File: src/rtl/btn_cond_pkg.sv
// Shared constants and types for the push-button conditioner.
package btn_cond_pkg;
    localparam int DEF_DEBOUNCE_CYCLES = 16;
    localparam int DEF_REPEAT_DELAY    = 64;
    localparam int DEF_REPEAT_PERIOD   = 16;
    localparam int RST_STRETCH         = 2;
    localparam int DB_CNT_W            = 8;
    localparam int RPT_CNT_W           = 10;
    localparam int RST_CNT_W           = 2;

    typedef enum logic [1:0] {
        RPT_IDLE   = 2'd0,
        RPT_DELAY  = 2'd1,
        RPT_PERIOD = 2'd2
    } rpt_state_t;
endpackage

File: src/rtl/btn_debounce.sv
// One raw input: 2-flop synchronizer followed by a consecutive-cycle debounce counter.
module btn_debounce
    import btn_cond_pkg::*;
#(
    parameter int DEBOUNCE_CYCLES = DEF_DEBOUNCE_CYCLES
) (
    input  logic clk,
    input  logic rst_n,
    input  logic raw,
    output logic level
);
    logic                sync1_q, sync2_q;
    logic                db_q, db_d;
    logic [DB_CNT_W-1:0] cnt_q, cnt_d;

    // Count consecutive disagreeing cycles; the last one flips the state
    always_comb begin
        db_d  = db_q;
        cnt_d = '0;
        if (sync2_q != db_q) begin
            if (cnt_q == DB_CNT_W'(DEBOUNCE_CYCLES - 1)) begin
                db_d = sync2_q;
            end else begin
                cnt_d = cnt_q + DB_CNT_W'(1);
            end
        end else begin
            cnt_d = '0;
        end
    end

    // Synchronizer and debounce state registers
    always_ff @(posedge clk or negedge rst_n) begin
        if (!rst_n) begin
            sync1_q <= 1'b0;
            sync2_q <= 1'b0;
            db_q    <= 1'b0;
            cnt_q   <= '0;
        end else begin
            sync1_q <= raw;
            sync2_q <= sync1_q;
            db_q    <= db_d;
            cnt_q   <= cnt_d;
        end
    end

    assign level = db_q;
endmodule

File: src/rtl/btn_conditioner.sv
// Turns four bouncing buttons into En/Mode/Step/Rst for a counter stage.
// Auto-repeat of held Up/Down is compiled in with BTN_COND_AUTO_REPEAT_EN.
module btn_conditioner
    import btn_cond_pkg::*;
#(
    parameter int DEBOUNCE_CYCLES = DEF_DEBOUNCE_CYCLES
`ifdef BTN_COND_AUTO_REPEAT_EN
    ,
    parameter int REPEAT_DELAY    = DEF_REPEAT_DELAY,
    parameter int REPEAT_PERIOD   = DEF_REPEAT_PERIOD
`endif
) (
    input  logic clk,
    input  logic rst_n,
    input  logic btn_up,
    input  logic btn_down,
    input  logic btn_step,
    input  logic btn_clr,
    output logic en,
    output logic mode,
    output logic step,
    output logic rst
);
    logic up_lvl_s, dn_lvl_s, step_lvl_s, clr_lvl_s;
    logic up_p_s, dn_p_s, clr_p_s, acc_up_s, acc_dn_s, rpt_fire_s;
    logic up_prev_q, dn_prev_q, clr_prev_q;
    logic en_q, en_d, mode_q, mode_d, step_q, step_d, rst_q, rst_d;
    logic [RST_CNT_W-1:0] rst_cnt_q, rst_cnt_d;

    btn_debounce #(.DEBOUNCE_CYCLES(DEBOUNCE_CYCLES)) u_db_up   (.clk(clk), .rst_n(rst_n), .raw(btn_up),   .level(up_lvl_s));
    btn_debounce #(.DEBOUNCE_CYCLES(DEBOUNCE_CYCLES)) u_db_down (.clk(clk), .rst_n(rst_n), .raw(btn_down), .level(dn_lvl_s));
    btn_debounce #(.DEBOUNCE_CYCLES(DEBOUNCE_CYCLES)) u_db_step (.clk(clk), .rst_n(rst_n), .raw(btn_step), .level(step_lvl_s));
    btn_debounce #(.DEBOUNCE_CYCLES(DEBOUNCE_CYCLES)) u_db_clr  (.clk(clk), .rst_n(rst_n), .raw(btn_clr),  .level(clr_lvl_s));

    // Press detection, press acceptance, clear stretching and output next-state
    always_comb begin
        up_p_s    = up_lvl_s & ~up_prev_q;
        dn_p_s    = dn_lvl_s & ~dn_prev_q;
        clr_p_s   = clr_lvl_s & ~clr_prev_q;
        // A press is lost if the other direction, a clear, or an active Rst coincides
        acc_up_s  = up_p_s & ~dn_p_s & ~clr_p_s & ~rst_q;
        acc_dn_s  = dn_p_s & ~up_p_s & ~clr_p_s & ~rst_q;
        rst_d     = rst_q;
        rst_cnt_d = rst_cnt_q;
        if (clr_p_s) begin
            rst_d     = 1'b1;
            rst_cnt_d = '0;
        end else if (rst_q) begin
            if (rst_cnt_q == RST_CNT_W'(RST_STRETCH - 1)) begin
                rst_d     = 1'b0;
                rst_cnt_d = '0;
            end else begin
                rst_cnt_d = rst_cnt_q + RST_CNT_W'(1);
            end
        end else begin
            rst_cnt_d = '0;
        end
        if (acc_up_s) begin
            mode_d = 1'b1;
        end else if (acc_dn_s) begin
            mode_d = 1'b0;
        end else begin
            mode_d = mode_q;
        end
        en_d   = acc_up_s | acc_dn_s | rpt_fire_s;
        step_d = step_lvl_s;
    end

`ifdef BTN_COND_AUTO_REPEAT_EN
    rpt_state_t           rpt_state_q, rpt_state_d;
    logic [RPT_CNT_W-1:0] rpt_cnt_q, rpt_cnt_d, rpt_last_s;
    logic                 rpt_hold_s;

    // Repeat runs only while the accepted button alone stays held and no clear is active
    always_comb begin
        rpt_hold_s  = (mode_q ? (up_lvl_s & ~dn_lvl_s) : (dn_lvl_s & ~up_lvl_s)) & ~rst_q & ~clr_p_s;
        rpt_last_s  = (rpt_state_q == RPT_DELAY) ? RPT_CNT_W'(REPEAT_DELAY - 1)
                                                 : RPT_CNT_W'(REPEAT_PERIOD - 1);
        rpt_fire_s  = 1'b0;
        rpt_state_d = rpt_state_q;
        rpt_cnt_d   = rpt_cnt_q;
        if (acc_up_s | acc_dn_s) begin
            rpt_state_d = RPT_DELAY;
            rpt_cnt_d   = '0;
        end else if ((rpt_state_q == RPT_IDLE) || !rpt_hold_s) begin
            rpt_state_d = RPT_IDLE;
            rpt_cnt_d   = '0;
        end else if (rpt_cnt_q == rpt_last_s) begin
            rpt_fire_s  = 1'b1;
            rpt_state_d = RPT_PERIOD;
            rpt_cnt_d   = '0;
        end else begin
            rpt_cnt_d   = rpt_cnt_q + RPT_CNT_W'(1);
        end
    end

    // Repeat state registers
    always_ff @(posedge clk or negedge rst_n) begin
        if (!rst_n) begin
            rpt_state_q <= RPT_IDLE;
            rpt_cnt_q   <= '0;
        end else begin
            rpt_state_q <= rpt_state_d;
            rpt_cnt_q   <= rpt_cnt_d;
        end
    end
`else
    assign rpt_fire_s = 1'b0;
`endif

    // Edge-detect history and registered outputs
    always_ff @(posedge clk or negedge rst_n) begin
        if (!rst_n) begin
            up_prev_q  <= 1'b0;
            dn_prev_q  <= 1'b0;
            clr_prev_q <= 1'b0;
            en_q       <= 1'b0;
            mode_q     <= 1'b1;
            step_q     <= 1'b0;
            rst_q      <= 1'b1;
            rst_cnt_q  <= '0;
        end else begin
            up_prev_q  <= up_lvl_s;
            dn_prev_q  <= dn_lvl_s;
            clr_prev_q <= clr_lvl_s;
            en_q       <= en_d;
            mode_q     <= mode_d;
            step_q     <= step_d;
            rst_q      <= rst_d;
            rst_cnt_q  <= rst_cnt_d;
        end
    end

    assign en   = en_q;
    assign mode = mode_q;
    assign step = step_q;
    assign rst  = rst_q;
endmodule
File: config.mk
export PLATFORM = sky130hd
export DESIGN_NAME = btn_conditioner
export DESIGN_NICKNAME = d
export VERILOG_FILES = /design/src/rtl/btn_cond_pkg.sv /design/src/rtl/btn_debounce.sv /design/src/rtl/btn_conditioner.sv
export SDC_FILE = /design/constraint.sdc
export NUM_CORES = 1
export LEC_CHECK = 0
export CAP_MARGIN = 15
export CORE_AREA = 2 2 93 77
export CTS_CLUSTER_SIZE = 40
export DETAILED_ROUTE_END_ITERATION = 12
export DIE_AREA = 0 0 95 79
export PLACE_DENSITY = 0.49
export SLEW_MARGIN = 20
export SYNTH_ARGS = -nofsm -noshare
export SYNTH_HDL_FRONTEND = slang
export SYNTH_HIERARCHICAL = 1
export SYNTH_SLANG_ARGS = --single-unit
File: constraint.sdc
create_clock -name clk -period 3.28 [get_ports clk]
set_clock_uncertainty 0.15 [all_clocks]
set_input_delay 0.656 -clock clk [delete_from_list [all_inputs] [get_ports clk]]
set_output_delay 0.656 -clock clk [all_outputs]
set_load 0.005 [all_outputs]
---- Yosys cells after proc, flatten, opt, wreduce, memory -nomap -nowiden ----
Index checks and enable logic that the tools add are counted.
W data, S select, Z words.
operators by class
  order comparisons ....................... 0
  muxes and demuxes ....................... 16
  shift operators ......................... 0
  eq/ne operators ......................... 9
  add/sub/neg operators ................... 5
  reduce and logical (&&, ||, !) cells .... 5
  multiply operators ...................... 0
  bitwise gates (word level) .............. 17
  divide/modulo/power cells ............... 0
operator list
  cell                   number
  $mux W8                8
  $add A8 B1 Y8 const B  4
  $eq A8 B4 Y1 const B   4
  $and A1 B1 Y1          9
  $reduce_and A2 Y1      4
  $not A1 Y1             7
  $mux W2                3
  $mux W1                5
  $ne A1 B1 Y1           4
  $add A2 B1 Y2 const B  1
  $eq A2 B1 Y1 const B   1
  $reduce_bool A2 Y1     1
  $or A1 B1 Y1           1
word-level totals
  bits in writable memories ............... 0
  logic and storage cells ................. 76
  memories kept ........................... 0
  latch bits .............................. 0
  bits in registers ....................... 53
  output and inout port bits .............. 4
  memory bits (read-only) ................. 0

---- Logic depth before layout (Yosys ltp) ----
Gate-level depths: netlist of the first run.
  word-level depth ........................ 8
  mapped depth ............................ 4
  depth with buffers taken out ............ 4

---- Cells and area by module ----
Netlist of the first run, hierarchy kept.
by module, submodules not included
  module                        area an instance (um^2)  cells an instance  instances
  btn_debounce at u_db_clr ...  481.7                    43                 3
  btn_debounce at u_db_down     480.5                    41                 1
  btn_conditioner               325.3                    24                 1

---- Worst setup path after synthesis of the first run ----
No wires, ideal clock.
  kind .................................... reg2reg
  from .................................... register u_db_clr.cnt_q[6]
  to ...................................... register u_db_clr.db_q (netlist: u_db_clr/level)
  stages on the path, launching flop included .. 4
  arrival time ............................ 1.325 ns
  path slack .............................. 1.678 ns
  data required time ...................... 3.003 ns
  cell sequence ........................... dfrtp_1 or4_4 nor2_2 mux2_1
on the way
  cells in the longest elaborated chain, start to end .. 2
ends and longest elaborated chain
  element                      line                source
  start: declaration           btn_debounce.sv:14  logic [DB_CNT_W-1:0] cnt_q, cnt_d;
  start signal: assignment     btn_debounce.sv:42  cnt_q <= cnt_d;
  $eq A8 B4 Y1                 btn_debounce.sv:21  if (cnt_q == DB_CNT_W'(DEBOUNCE_CYCLES - 1)) begin
  $reduce_and A2 Y1 (no line)  n/a
  end signal: assignment       btn_debounce.sv:36  db_q <= 1'b0;
  end signal: assignment       btn_debounce.sv:41  db_q <= db_d;
  end: declaration             btn_debounce.sv:13  logic db_q, db_d;
Every way passes these cells.
A chain may end at the register's enable or synchronous reset.

---- Worst setup path in the final report of the first run ----
  from .................................... register rst_q (netlist: rst)
  to ...................................... output rst
RTL lines
  element                   line                    source
  start: declaration        btn_conditioner.sv:27   logic en_q, en_d, mode_q, mode_d, step_q, step_d, rst_q, rst_d;
  start signal: assignment  btn_conditioner.sv:129  rst_q <= rst_d;
  end: declaration          btn_conditioner.sv:22   output logic rst
No word-level cell between the ends.

==> results of run 1 <==
power by group through the flow:
stage                     Clock [W]  Sequential, W  Combinational [W]
after global routing       0.000402       0.000694          0.0000681
after detailed placement          0       0.000704          0.0000598
after floorplan                   0       0.000699          0.0000310
final                      0.000355       0.000691          0.0000576
after global placement            0       0.000703          0.0000598
after CTS                  0.000379       0.000691          0.0000601
final cells by class:
| class | instances | area, sq um |
|---|---|---|
| clock buffers | 8 | 80.08 |
| fillers | 663 | 4115 |
| inverters | 5 | 18.77 |
| multi-input cells | 136 | 903.4 |
| flip-flops and latches | 53 | 1329 |
| well taps | 87 | 108.9 |
| repair buffers | 11 | 100.1 |
how the worst max path moves through the flow:
stage	end	startpoint	depth (start not counted)	slack, ns
2_1_floorplan	u_db_clr/level	u_db_clr/cnt_q[6]	3	1.68
3_3_place_gp	rst	rst	1	1.44
3_5_place_dp	rst	rst	1	1.43
4_1_cts	rst	rst	1	1.08
5_1_grt	rst	rst	1	1.04
6_report	rst	rst	1	1.10
placed cells by master, fill, tap and decap left out, types with 2 or more instances in the layout:
cell type        Yosys  routed
a21oi_1             17      17
a311oi_1             4       4
a31oi_1              4       4
and2_1               4       4
buf_4                0       2
clkbuf_1             0       3
clkbuf_8             0       5
clkdlybuf4s50_1      0       8
dfrtp_1             51      51
dfstp_2              2       2
ha_1                 4       4
inv_1                5       5
mux2_1               3       3
nand2_1             10      10
nand2b_1             3       3
nand3_1             11      11
nand4_1              4       4
nor2_1               8       8
nor2_2               3       3
nor2b_1              3       3
o21ai_0             16      16
o21ai_2              3       3
or3_1               10      10
or3_2                3       3
or3b_1               3       3
or4_4                3       3
xnor2_1              8       8
xor2_1               3       3
logic make-up after synthesis:
family                   share of synthesized area (%)
AO/OA/AOI/OAI                                    12.67
XOR/XNOR                                         4.280
adder cells (fa/ha/maj)                          2.224
buffers and inverters                           0.8339
flip-flops                                       59.03
multiplexers                                     2.001
AND/OR/NAND/NOR                                  18.96
flip-flops by register name, summed over array words and instances (netlist names), 2 cells and up:
signal,count
u_db_down/cnt_q,8
rst_cnt_q,2
u_db_step/cnt_q,8
u_db_up/cnt_q,8
u_db_clr/cnt_q,8
per-stage QoR:
step                setup slack, ns  hold slack [ns]  area, sq um  utilization (%)
finish                        1.099           0.1405         2540            38.17
global route                  1.044           0.1695         2540            38.17
CTS                           1.083           0.1451         2540            38.17
detailed placement            1.433           0.1847         2460            36.96
global placement              1.440           0.1826         2460            36.96
floorplan                     1.678           0.1812         2251                -
metal layers:
layer	track usage [%]	vias to the layer above	share of wire, %
met5	0	-	0
met4	5.652	0	2.0
met3	3.131	8	2.8
met2	16.45	16	42
met1	16.00	709	53
li1	-	743	-
cell usage after synthesis, drive strengths merged (2+ instances only):
cell,number
and2,4
or4,3
ha,4
or3,13
xnor2,8
inv,5
o21ai,20
mux2,4
nand2,10
or3b,3
a21oi,17
nand2b,3
nand3,11
dfstp,2
nor2b,4
dfrtp,51
a311oi,4
nand4,4
nor2,11
xor2,3
a31oi,4
==> results.toml, run 1 <==
[sta]
setup_viol = 0
slew_headroom_pct = 62.74
fin_crit_sh_pct = 66.49
fmax_ghz = 0.4586
rsz0062_at_grt = "false"
setup_tns_ns = 0
hold_viol = 0
slew_viol_final = 0
worst_pin_slew_ns = 0.5549
min_period_ns = 2.181

[logic_synthesis]
ys_seq_elements = 53
synth_cells = 194
synthArstFlopShare_pct = 100.0
ys_top_cells_by_area = "dfrtp_1 (57%), a21oi_1 (3.8%), o21ai_0 (3.6%)"
yosysWarningCount = 6
synth_cell_types = 33
seq_area_frac_synth_pct = 59.03
synth_top_area_share_pct = 56.70
syn_area_per_cell_sq_um = 11.60
syn-num-nets = 204
synth_area_leader_cell = "dfrtp_1"
ys.flop_type = "dfrtp_1"
synthesis.area_sq_mm = 0.002251
synth_edf_count = 0

[layout]
syn_to_final_growth_pct = 12.84
n_antenna_cell = 0
fin_nets = 222
final_cell_count_no_fill = 300
drive_gt1_share_pct = 12.68

[pwr]
p_leak_nw = 1.050
power.total_w = 0.001103
switching_share_pct = 23.10
p_per_area_mw_per_mm2 = 434.4
ir_drop_mv = 0.1655
power_switching_w = 0.0002548
power_frac_clock_pct = 32.2
seqPwrFrac_pct = 62.6
power_frac_comb_pct = 5.2
p_int_w = 0.0008484

[global_routing]
grt_pass1_wl_mm = 6.734
grt_pass1_vias = 1451
antenna_found_initial = 0
grt_max_degree = 22
track_usage_pct = 11.49
overflow = 0

[clock_tree]
ctsRootBufferMaster = "clkbuf_8"
cts_buffer_depth = 2
clk_latency_ns = 0.30
htree_levels = 2
cts_buffers = 5
cts_tree = "done"
postCtsSetupBuffers = 0
cts_resized = 0
clock_sinks = 53
clk_pin_slew_ns = 0.09
hold_buffers = 0

[worst_setup_path]
crit_fanout = 5
crit-reg2reg-capture = "u_db_up/level"
cp_slowest_cell = "dfstp_2"
critical_path.top_delay_family = "flip-flops"
cpPeakStageDelay_ns = 0.57
crit_chain = "clkdlybuf4s50_1"
critPathLaunchType = "register"
r2r-start = "u_db_up/cnt_q[4]"
end_kind = "output pin"
worstRegToRegCells = 3
r2r_slack_ns = 1.58
crit_buf_inv = 1
critPathKind = "reg2out"
crit_arrival_ns = 1.37
critical_path_required_ns = 2.47

[route]
post_drt_wl_per_cell_um = 12.40
ant_nets = 0
drc = 0
vias = 1476
firstDrtPassIters = 4
wl_mm = 3.719
via_per_inst = 4.920
drtIter0Drc = 50

[floorplan]
die_w_um = 95
die_area_sq_mm = 0.007505
die_h_um = 79
start_util_pct = 33.82
rows = 27
io_pins = 10
core-area_sq_mm = 0.006655

[worst_hold_path]
hold_path.class = "in2async"

[place]
dp_cells = 292
gp_congestion = 0.7226
post-dp-hpwl_mm = 2.639
port_buffers = 9

[job]
timing.max_cap.violations = 0

[outcome]
status = "completed"
(Power assumes the default switching activity.)
==> run 2: changes to the inputs <==
--- a/config.mk
+++ b/config.mk
@@ -10,7 +10,7 @@
 export CTS_CLUSTER_SIZE = 40
 export DETAILED_ROUTE_END_ITERATION = 12
 export DIE_AREA = 0 0 95 79
-export PLACE_DENSITY = 0.49
+export PLACE_DENSITY = 0.51
 export SLEW_MARGIN = 20
 export SYNTH_ARGS = -nofsm -noshare
 export SYNTH_HDL_FRONTEND = slang
==> constraint.sdc (replaced) <==
create_clock -name clk -period 1.83 [get_ports clk]
set_clock_uncertainty 0.15 [all_clocks]
set_input_delay 0.366 -clock clk [delete_from_list [all_inputs] [get_ports clk]]
set_output_delay 0.366 -clock clk [all_outputs]
set_load 0.005 [all_outputs]
==> results.toml, run 2 (synthesized netlist as in run 1, its figures left out) <==
[worst_hold_path]
whs_path_depth = 0
hold_path.class = "reg2reg"

[layout]
final_cell_mix = "dfrtp_1 (51), a21oi_1 (17), o21ai_0 (16), nand3_1 (11)"
fillers = 623
syn_to_final_growth_pct = 15.68
drive_gt1_share_pct = 15.21
final_cell_count_no_fill = 304
final_common_cell = "dfrtp_1"
fin_nets = 226
n_antenna_cell = 0

[clock_tree]
clk_latency_ns = 0.30
cts_buffer_depth = 2
cts_buffers = 5
clock_sinks = 53
cts_tree = "done"
htree_levels = 2
clk_pin_slew_ns = 0.09
ctsRootBufferMaster = "clkbuf_8"

[worst_setup_path]
cpPeakStageDelay_ns = 0.57
crit_cells = 3
crit_chain = "or4_4, nor2_2, mux2_1"
crit_arrival_ns = 1.74
cp_slowest_cell = "or4_4"
critPathLaunchType = "register"
worstRegToRegCells = 3
critical_path.top_delay_family = "simple AND/OR/NAND/NOR gates"
crit_fanout = 4
crit_buf_inv = 0
critPathKind = "reg2reg"
end_kind = "register"
critical_path_required_ns = 1.86

[global_routing]
grt_pass1_wl_mm = 6.603
overflow = 0
track_usage_pct = 11.26
antenna_found_initial = 0
grt_max_degree = 42
grt_pass1_vias = 1440

[sta]
fmax_ghz = 0.5866
min_period_ns = 1.705
setup_tns_ns = 0
slew_headroom_pct = 78.56
setup_viol = 0
worst_pin_slew_ns = 0.3216
rsz0062_at_grt = "false"
hold_viol = 0
fin_crit_sh_pct = 93.15
slew_viol_final = 0

[route]
vias = 1477
via_per_inst = 4.859
wl_mm = 3.654
drc = 0
post_drt_wl_per_cell_um = 12.02
ant_nets = 0
firstDrtPassIters = 4
drtIter0Drc = 37

[pwr]
p_per_area_mw_per_mm2 = 793.9
p_leak_nw = 1.098
ir_drop_mv = 0.4145
power.total_w = 0.002067

[floorplan]
die_w_um = 95
start_util_pct = 33.82
rows = 27
die_h_um = 79
core-area_sq_mm = 0.006655
die_area_sq_mm = 0.007505
io_pins = 10

[outcome]
status = "completed"

[place]
post-dp-hpwl_mm = 2.488
port_buffers = 9
gp_congestion = 0.8208
dp_cells = 294

[job]
timing.max_cap.violations = 0
[run 2: layout make-up]
type	count	area [sq um]	area share (%)
flip-flops and latches	53	1329	51.03
clock inverters	1	5.005	0.1922
well taps	87	108.9	4.181
inverters	5	18.77	0.7208
clock buffers	7	96.34	3.700
multi-input cells	136	903.4	34.69
repair buffers	15	142.6	5.478
[run 2: per-layer routing]
layer  GRT usage, %  part of all wire (%)
met5              0                     0
met4          4.638                  0.66
met3          3.131                   3.2
met2          16.03                    44
met1          16.09                    52
[run 2: final timing paths]
| check | from | endpoint | slack, ns |
|---|---|---|---|
| worst min register to register | u_db_up/sync1_q | u_db_up/sync2_q | 0.20 |
| min in group asynchronous | rst_n | u_db_step/cnt_q[4] | 0.33 |
| max in group asynchronous | rst_n | mode | 0.63 |
| worst min-delay path | u_db_up/sync1_q | u_db_up/sync2_q | 0.20 |
| worst max register to register | u_db_up/cnt_q[6] | u_db_up/level | 0.13 |
| worst max-delay path | u_db_up/cnt_q[6] | u_db_up/level | 0.13 |
[run 2: what timing repair did]
item | CTS | global route
hold buffers | 1 | 0
setup endpoints to repair | 2 | 0
endpoints found under the hold margin | 12 | 0
buffers inserted | 1 | 0
gates resized for setup | 2 | 0
[run 2: power breakdown]
part           leakage, nW  total, W  internal [W]  switching [W]
registers            0.704   0.00124       0.00120      0.0000343
logic                0.339  0.000112     0.0000510      0.0000607
clock network       0.0542  0.000718      0.000343       0.000375
[run 2: stage by stage]
| step | hold WS, ns | setup slack [ns] | area, sq um | util (%) |
|---|---|---|---|---|
| 2_1_floorplan | -0.07959 | 0.2278 | 2251 | - |
| 3_3_place_gp | 0.1417 | 0.1945 | 2487 | 37.38 |
| 3_5_place_dp | 0.1316 | 0.1642 | 2487 | 37.38 |
| 4_1_cts | 0.2054 | 0.1204 | 2604 | 39.12 |
| 5_1_grt | 0.2076 | 0.06047 | 2604 | 39.12 |
| 6_report | 0.2033 | 0.1253 | 2604 | 39.12 |
[run 2: worst reg2reg max path: stages, from the launching register on]
cell and delay (ns):
dfrtp_1 0.41, or4_4 0.57, nor2_2 0.12, mux2_1 0.34
